==> src/rtl/psum_readout_streamer.sv <==
// psum_readout_streamer: walks a psum bank window, requantizes each read to OUT_W bits and streams it out via a credit-limited FIFO
module psum_readout_streamer #(
  parameter int DATA_W     = 21,
  parameter int ADDR_W     = 10,
  parameter int OUT_W      = 8,
  parameter int FIFO_DEPTH = 4
) (
  input  logic              clock,
  input  logic              reset,
  input  logic              start,
  input  logic [ADDR_W-1:0] base_addr,
  input  logic [4:0]        depth,
  input  logic [4:0]        shift,
  input  logic              relu_en,
  output logic              busy,
  output logic              done,
  output logic              bank_read_out_en,
  output logic              bank_data_out_ready,
  output logic [ADDR_W-1:0] bank_read_addr,
  input  logic              bank_write_en,
  input  logic              bank_data_out_valid,
  input  logic [DATA_W-1:0] bank_data_out,
  output logic              out_valid,
  input  logic              out_ready,
  output logic [OUT_W-1:0]  out_data,
  output logic              out_last
);
  localparam int AW = $clog2(FIFO_DEPTH);
  localparam int CW = AW + 1;
  localparam logic signed [DATA_W:0] MAX_V = (DATA_W+1)'(2**(OUT_W-1) - 1);
  localparam logic signed [DATA_W:0] MIN_V = -MAX_V - 1;
  typedef enum logic [1:0] {IDLE, ISSUE, DRAIN, DONE} state_e;
  state_e state_q, state_d;
  logic [ADDR_W-1:0] base_q, base_d, addr_q, addr_d;
  logic [4:0] depth_q, depth_d, shift_q, shift_d, issue_cnt_q, issue_cnt_d, cap_cnt_q, cap_cnt_d;
  logic relu_q, relu_d;
  logic [CW-1:0] inflight_q, inflight_d, count_q, count_d;
  logic [AW-1:0] wr_q, wr_d, rd_q, rd_d;
  logic [OUT_W:0] mem_q [FIFO_DEPTH];
  logic [OUT_W:0] mem_d [FIFO_DEPTH];
  logic issue, capture, pop;
  logic signed [DATA_W:0] rnd, sum, r, rq;
  logic [OUT_W-1:0] q;
  always_comb begin
    // credits count both FIFO entries and reads still in flight, so a push always has room
    issue = state_q == ISSUE && ({1'b0, count_q} + {1'b0, inflight_q} < (CW+1)'(FIFO_DEPTH)) && !bank_write_en;
    capture = bank_data_out_valid && inflight_q != '0;
    pop = out_valid && out_ready;
    rnd = shift_q == 5'd0 ? '0 : (DATA_W+1)'(1) << (shift_q - 5'd1);
    sum = $signed({bank_data_out[DATA_W-1], bank_data_out}) + rnd;
    r = sum >>> shift_q;
    rq = (relu_q && r < 0) ? '0 : r;
    q = rq > MAX_V ? MAX_V[OUT_W-1:0] : rq < MIN_V ? MIN_V[OUT_W-1:0] : rq[OUT_W-1:0];
    inflight_d = inflight_q + CW'(issue) - CW'(capture);
    count_d = count_q + CW'(capture) - CW'(pop);
    wr_d = capture ? wr_q + AW'(1) : wr_q;
    rd_d = pop ? rd_q + AW'(1) : rd_q;
    mem_d = mem_q;
    if (capture) mem_d[wr_q] = {cap_cnt_q == depth_q, q};
    addr_d = issue ? base_q + ADDR_W'(issue_cnt_q) : addr_q;
    cap_cnt_d = capture ? cap_cnt_q + 5'd1 : cap_cnt_q;
    issue_cnt_d = issue ? issue_cnt_q + 5'd1 : issue_cnt_q;
    state_d = state_q;
    base_d = base_q;
    depth_d = depth_q;
    shift_d = shift_q;
    relu_d = relu_q;
    unique case (state_q)
      IDLE: if (start) begin
        state_d = ISSUE;
        base_d = base_addr;
        depth_d = depth;
        shift_d = shift;
        relu_d = relu_en;
        issue_cnt_d = '0;
        cap_cnt_d = '0;
      end
      ISSUE: state_d = (issue && issue_cnt_q == depth_q) ? DRAIN : ISSUE;
      DRAIN: state_d = (inflight_d == '0 && count_d == '0) ? DONE : DRAIN;
      DONE: state_d = IDLE;
    endcase
    busy = state_q != IDLE;
    done = state_q == DONE;
    bank_read_out_en = issue;
    bank_data_out_ready = issue;
    bank_read_addr = addr_d;
    out_valid = count_q != '0;
    {out_last, out_data} = out_valid ? mem_q[rd_q] : '0;
  end
  always_ff @(posedge clock) begin
    if (reset) begin
      state_q <= IDLE;
      base_q <= '0;
      addr_q <= '0;
      depth_q <= '0;
      shift_q <= '0;
      relu_q <= 1'b0;
      issue_cnt_q <= '0;
      cap_cnt_q <= '0;
      inflight_q <= '0;
      count_q <= '0;
      wr_q <= '0;
      rd_q <= '0;
      mem_q <= '{default: '0};
    end else begin
      state_q <= state_d;
      base_q <= base_d;
      addr_q <= addr_d;
      depth_q <= depth_d;
      shift_q <= shift_d;
      relu_q <= relu_d;
      issue_cnt_q <= issue_cnt_d;
      cap_cnt_q <= cap_cnt_d;
      inflight_q <= inflight_d;
      count_q <= count_d;
      wr_q <= wr_d;
      rd_q <= rd_d;
      mem_q <= mem_d;
    end
  end
endmodule

==> config.mk <==
export PLATFORM = sky130hd
export DESIGN_NAME = psum_readout_streamer
export DESIGN_NICKNAME = d
export VERILOG_FILES = /design/src/rtl/psum_readout_streamer.sv
export SDC_FILE = /design/constraint.sdc
export NUM_CORES = 1
export LEC_CHECK = 0
export ABC_AREA = 1
export ABC_CLOCK_PERIOD_IN_PS = 3650
export CAP_MARGIN = 15
export CORE_MARGIN = 5
export CORE_UTILIZATION = 30
export CTS_BUF_LIST = sky130_fd_sc_hd__clkbuf_4 sky130_fd_sc_hd__clkbuf_8 sky130_fd_sc_hd__clkbuf_16
export DETAILED_ROUTE_END_ITERATION = 8
export DONT_BUFFER_PORTS = 1
export SLEW_MARGIN = 25
export SYNTH_ARGS = -nofsm -noshare
export SYNTH_HDL_FRONTEND = slang
export SYNTH_SLANG_ARGS = --single-unit
==> constraint.sdc <==
create_clock -name clock -period 3.65 [get_ports clock]
set_input_delay 0.73 -clock clock [delete_from_list [all_inputs] [get_ports clock]]
set_output_delay 0.73 -clock clock [all_outputs]
set_load 0.02 [all_outputs]
After elaboration in Yosys (flattened, before gate mapping) --
Index checks and enable logic that the tools add are counted. Widths: inputs -> output; s select.
Word-level totals: output and inout bits 24, register bits after elaboration 89, logic and storage cells 84, input port bits 48
Operators by class: shifts and indexed selects 2, equality and inequality tests 6, add/sub/neg operators 12, multiplexer cells 22, bitwise logic cells 2, order comparisons 7, reduce and logical (&&, ||, !) cells 17
Operators with widths (count):
- $mux 22 | 2
- $bwmux 36 | 1
- $mux 9 | 4
- $mux 5 | 6
- $add 21x22->22 | 1
- $gt 22x8->1 const B | 1
- $lt 22x1->1 const B | 1
- $lt 22x8->1 const B | 1
- $shl 1x5->22 const A | 1
- $sshr 22x5->22 | 1
- $bmux 9 s2 | 1
- $demux 9 s2 | 1
- $mux 8 | 2
- $add 10x5->10 | 1
- $add 5x1->5 const B | 2
- $eq 5x5->1 | 2
- $mux 10 | 1
- $logic_and 1x1->1 | 8
- $pmux 2 s4 | 1
- $add 3x1->3 | 2
- $ge 3x3->1 const B | 2
- $logic_not 3->1 | 2
- $not 2->3 | 2
- $reduce_bool 3->1 | 2
- 16 further kinds | 20

Longest topological paths before layout --
Gate-level depths: netlist of run 1.
depth after elaboration 12, mapped depth 39, depth with buffers taken out 37

Least setup slack after synthesis of run 1 --
OpenSTA, ideal clock, no wires.
path kind reg-to-reg, start point register shift_q[0], end point register mem_q[10] in the netlist's numbering, arrival 3.739 ns, required time 3.541 ns, buffers on the path 2, stages on the path, launching flop included 36, path slack -0.198 ns, clock period less this slack 3.848 ns, setup time 0.109 ns, cells stage by stage dfxtp_1 > clkbuf_1 > nor2_1 > inv_1 > nor2_1 > inv_1 > nor2_1 > inv_1 > nand2_1 > nand2_1 > nor2_1 > nand2_1 > inv_1 > ha_1 > fa_1 > nand3_1 > nand3_1 > nand2_1 > nand3_1 > nand2_1 > nand3b_1 > nand3_1 > nand3_1 > nand3_1 > nand2_1 > nor2_1 > nand2_1 > nand2_1 > nand3_1 > nor2_1 > nand2_1 > nand2_1 > buf_4 > nand3_1 > nand2_1 > inv_1
Between the ends: cells in the longest elaborated chain, start to end 12, elaborated cells on any way between the ends 14, classes of those cells 2 x add/sub; 3 x order compare; 2 x shift; 5 x mux; 2 x reduce/logical
RTL lines:
- from (decl) | line 35 | logic [4:0] depth_q, depth_d, shift_q, shift_d, issue_cnt_q, issue_cnt_d, cap_cnt_q, cap_cnt_d;
- from (signal assigned) | line 110 | shift_q <= shift_d;
- $sub 5x1->5 | line 49 | rnd = shift_q == 5'd0 ? '0 : (DATA_W+1)'(1) << (shift_q - 5'd1);
- $shl 1x5->22 | line 49
- $mux 22 | line 49
- $add 21x22->22 | line 50 | sum = $signed({bank_data_out[DATA_W-1], bank_data_out}) + rnd;
- $sshr 22x5->22 * | line 51 | r = sum >>> shift_q;
- $lt 22x1->1 | line 52 | rq = (relu_q && r < 0) ? '0 : r;
- $logic_and 1x1->1 | line 52
- $mux 22 * | line 52
- $lt 22x8->1 | line 53 | q = rq > MAX_V ? MAX_V[OUT_W-1:0] : rq < MIN_V ? MIN_V[OUT_W-1:0] : rq[OUT_W-1:0];
- $mux 8 | line 53
- $mux 8 * | line 53
- $bwmux 36 * | line 59 | if (capture) mem_d[wr_q] = {cap_cnt_q == depth_q, q};
- to (signal assigned) | line 118 | mem_q <= mem_d;
- to (decl) | line 39 | logic [OUT_W:0] mem_q [FIFO_DEPTH];
Every way passes the cells marked *; elsewhere a longest branch is shown, timed or not. A chain may end at the register's enable or synchronous reset.

Final worst setup path of run 1 --
Ends and elaborated chain as after synthesis.

==> impl_metrics.env, run 1 <==
export IMPL_outcome="finished with violations"
export IMPL_violations="setup timing"
export IMPL_r2r_setup_slack_ns=-0.1
export IMPL_yosys_area_top_type_share_pct=25.1
export IMPL_final_common_cell="nand2_1"
export IMPL_synthDistinctLibCells=41
export IMPL_crit_fanout=8
export IMPL_antenna_found_initial=2
export IMPL_rsz0062_at_grt="true"
export IMPL_wl_um=22100
export IMPL_nets=1358
export IMPL_critPathSlowestCell="dfxtp_2"
export IMPL_grt_max_degree=33
export IMPL_wl_per_cell_um=13.9
export IMPL_drt_initial_drc_count=394
export IMPL_first_pass_iters=7
export IMPL_ys_ff_latch=89
export IMPL_synthCells=1184
export IMPL_gp_congestion=0.905
export IMPL_ant_nets=0
export IMPL_clkTransAtPathRegs_ns=0.06
export IMPL_reg2regPathDepth=28
export IMPL_synthesis_area_um2=7100
export IMPL_fmax_mhz=267
export IMPL_routed_via_count=7692
export IMPL_drc=0
export IMPL_worstSetupPathType="register to register"
export IMPL_drv_slew=0
export IMPL_synth_edf_count=0
export IMPL_htree_levels=3
export IMPL_grt_overflow=0
export IMPL_r2r_end="mem_q[10]$_SDFFE_PP0P_"
export IMPL_r2r_start="shift_q[0]$_SDFFE_PP0P_"
export IMPL_min_to="inflight_q[1]$_SDFF_PP0_"
export IMPL_max_stage_delay_ns=0.33
export IMPL_cpMostUsedCell="nand2_1"
export IMPL_cts_made_buffers=9
export IMPL_grt_pass1_vias=7577
export IMPL_seq_area_frac_synth_pct=25.1
export IMPL_clock_sinks=89
export IMPL_fin_skew_ns=0.00734
export IMPL_required_ns=3.90
export IMPL_tightest_slew_ns=0.676
export IMPL_power_mw=3.88
export IMPL_critPathLaunchType="register"
export IMPL_rows=56
export IMPL_synth_fp_nets=1274
export IMPL_worstSetupEndpointType="register"
export IMPL_critPathArrivalTime_ns=3.99
export IMPL_min_from="reset"
export IMPL_p_leak_nw=4.49
export IMPL_syn_area_per_cell_um2=5.99
export IMPL_hold_buffers=0
export IMPL_synth_top_area_cell="dfxtp_1"
export IMPL_yosysWarnings=0
export IMPL_vdd_ir_drop_max_v=0.000440
export IMPL_fp_dieH_um=164
export IMPL_portBuffers=0
export IMPL_setup_viol=28
export IMPL_grt_pass1_wl_um=36000
export IMPL_fin_ws_ns=-0.0952
export IMPL_cts_tree="done"
export IMPL_core_um2=23400
export IMPL_pwr_density_cell_nw_per_um2=419
export IMPL_hold_class="primary input to register"
export IMPL_vias_per_cell=4.83
export IMPL_fp_dieW_um=164
export IMPL_dp_cells=1558
export IMPL_synth_area_leaders="dfxtp_1 (25%), nand2_1 (13%), nand3_1 (11%), inv_1 (9.3%), nor2_1 (7.0%)"
export IMPL_num_io_pins=72
export IMPL_clockBufferDepth=2
export IMPL_yosys_most_used_dff="dfxtp_1"
export IMPL_start_util_pct=30.3
export IMPL_drive_above_1_share_pct=24.4
export IMPL_track_usage_pct=16.4
export IMPL_hold_violations=0
export IMPL_timing_hold_ws_ns=0.444
export IMPL_root_buffer="clkbuf_16"
export IMPL_min_path_cells=1
export IMPL_finalCritPeriodShare_pct=103
export IMPL_clock_latency_ns=0.35
export IMPL_slew_headroom_pct=54.8
export IMPL_die_area_um2=26800
export IMPL_post_dp_hpwl_um=16600
export IMPL_area_delta_synth_final_pct=30.5
export IMPL_synthArstFlopShare_pct=0
export IMPL_drv_cap=0
export IMPL_final_cells=1593
export IMPL_final_cell_mix="nand2_1 (203), inv_1 (163), nor2_1 (115), buf_4 (106), nand3_1 (103)"
export IMPL_finalCriticalPeriod_ns=3.75
## logic make-up after synthesis
group / Yosys count / synth area share (%)
AOI/OAI and AO/OA: 203 / 15.4
adders and majority gates: 42 / 7.83
and+or+nand+nor: 598 / 36.4
xor gates and xnor gates: 25 / 3.08
DFF: 89 / 25.1
buffers and inverters: 227 / 12.2
## routing by layer
| layer | vias up | GRT usage, % | share of wire [%] |
|---|---|---|---|
| met5 | - | 0 | 0.032 |
| met4 | 2 | 5.38 | 2.8 |
| met1 | 3468 | 20.3 | 45 |
| li1 | 3997 | - | - |
| met2 | 181 | 28.3 | 48 |
| met3 | 44 | 3.64 | 4.8 |
## state kept, by name (all words and copies together), names as in the netlist, named ones only
register,count
rd_q,2
issue_cnt_q,5
state_q,1
relu_q,1
base_q,10
wr_q,2
count_q,3
inflight_q,3
mem_q,36
depth_q,5
addr_q,10
shift_q,5
cap_cnt_q,5
## cells in the mapped netlist (2+ instances only)
library cell and number:
a211oi_1 2, a21oi_1 88, a31oi_1 3, buf_1 6, buf_2 2, buf_4 3, clkbuf_1 30, clkinv_1 8
dfxtp_1 89, fa_1 4, ha_1 38, inv_1 175, inv_2 3, nand2_1 250, nand2_2 9, nand3_1 155
nand3b_1 4, nand4_1 11, nor2_1 133, nor2_4 2, nor3_1 21, o211ai_1 4, o21a_1 11, o21ai_0 86
o21ai_1 2, o221ai_1 2, or2_2 6, xnor2_1 8, xor2_1 17
## through the flow
stage / instance area, µm² / util [%] / worst slack [ns] / setup TNS, ns
2_1_floorplan: 7130 / - / 0.00545 / 0
3_3_place_gp: 8070 / 34.5 / -0.257 / -6.67
3_5_place_dp: 8070 / 34.5 / -0.304 / -8.05
4_1_cts: 8870 / 37.9 / -0.0698 / -1.50
5_1_grt: 9260 / 39.6 / -0.403 / -10.48
6_report: 9260 / 39.6 / -0.0952 / -1.91
## cell type report
class / instances / area (µm²)
flip-flops and latches: 89 / 1780
repair buffers: 114 / 895
clock buffers: 14 / 275
diodes: 1 / 2.50
well taps: 319 / 399
clock inverters: 2 / 12.5
inverters: 186 / 708
multi-input cells: 868 / 5190
fillers: 2480 / 14100
## worst max path at each step
stage,cells after the start,startpoint,endpoint
2_1_floorplan,34,shift_q[0]$_SDFFE_PP0P_,mem_q[10]$_SDFFE_PP0P_
3_3_place_gp,33,shift_q[0]$_SDFFE_PP0P_,mem_q[30]$_SDFFE_PP0P_
3_5_place_dp,33,shift_q[0]$_SDFFE_PP0P_,mem_q[5]$_SDFFE_PP0P_
4_1_cts,35,shift_q[0]$_SDFFE_PP0P_,mem_q[12]$_SDFFE_PP0P_
6_report,28,shift_q[0]$_SDFFE_PP0P_,mem_q[10]$_SDFFE_PP0P_
5_1_grt,35,shift_q[0]$_SDFFE_PP0P_,mem_q[19]$_SDFFE_PP0P_
## worst max-delay path: cells and delay by family (launching register included)
kind	cells	cell delay [ns]
AOI/OAI and AO/OA	2	0.41
and+or+nand+nor	18	1.89
buffers and inverters	7	0.68
adders and majority gates	1	0.31
DFF	1	0.33
## power breakdown
part	total, mW	internal (mW)	switching (mW)
clock network	0.893	0.521	0.372
registers	1.22	1.12	0.0988
logic	1.77	0.645	1.12
total	3.88	2.29	1.59
## timing repair
item	CTS	global route
setup buffers	11	7
pin swaps	40	41
resized for setup	105	87
setup endpoints to repair	28	30
No activity file was read; power rests on OpenSTA's default activity.
==> inputs of run 2 (changes only) <==
--- a/config.mk
+++ b/config.mk
@@ -7,7 +7,7 @@
 export LEC_CHECK = 0
 export ABC_AREA = 1
 export ABC_CLOCK_PERIOD_IN_PS = 3650
-export CAP_MARGIN = 15
+export CAP_MARGIN = 20
 export CORE_MARGIN = 5
 export CORE_UTILIZATION = 30
 export CTS_BUF_LIST = sky130_fd_sc_hd__clkbuf_4 sky130_fd_sc_hd__clkbuf_8 sky130_fd_sc_hd__clkbuf_16
==> results of run 2 <==
No change in the layout: final DEF, timing and power equal those of run 1.
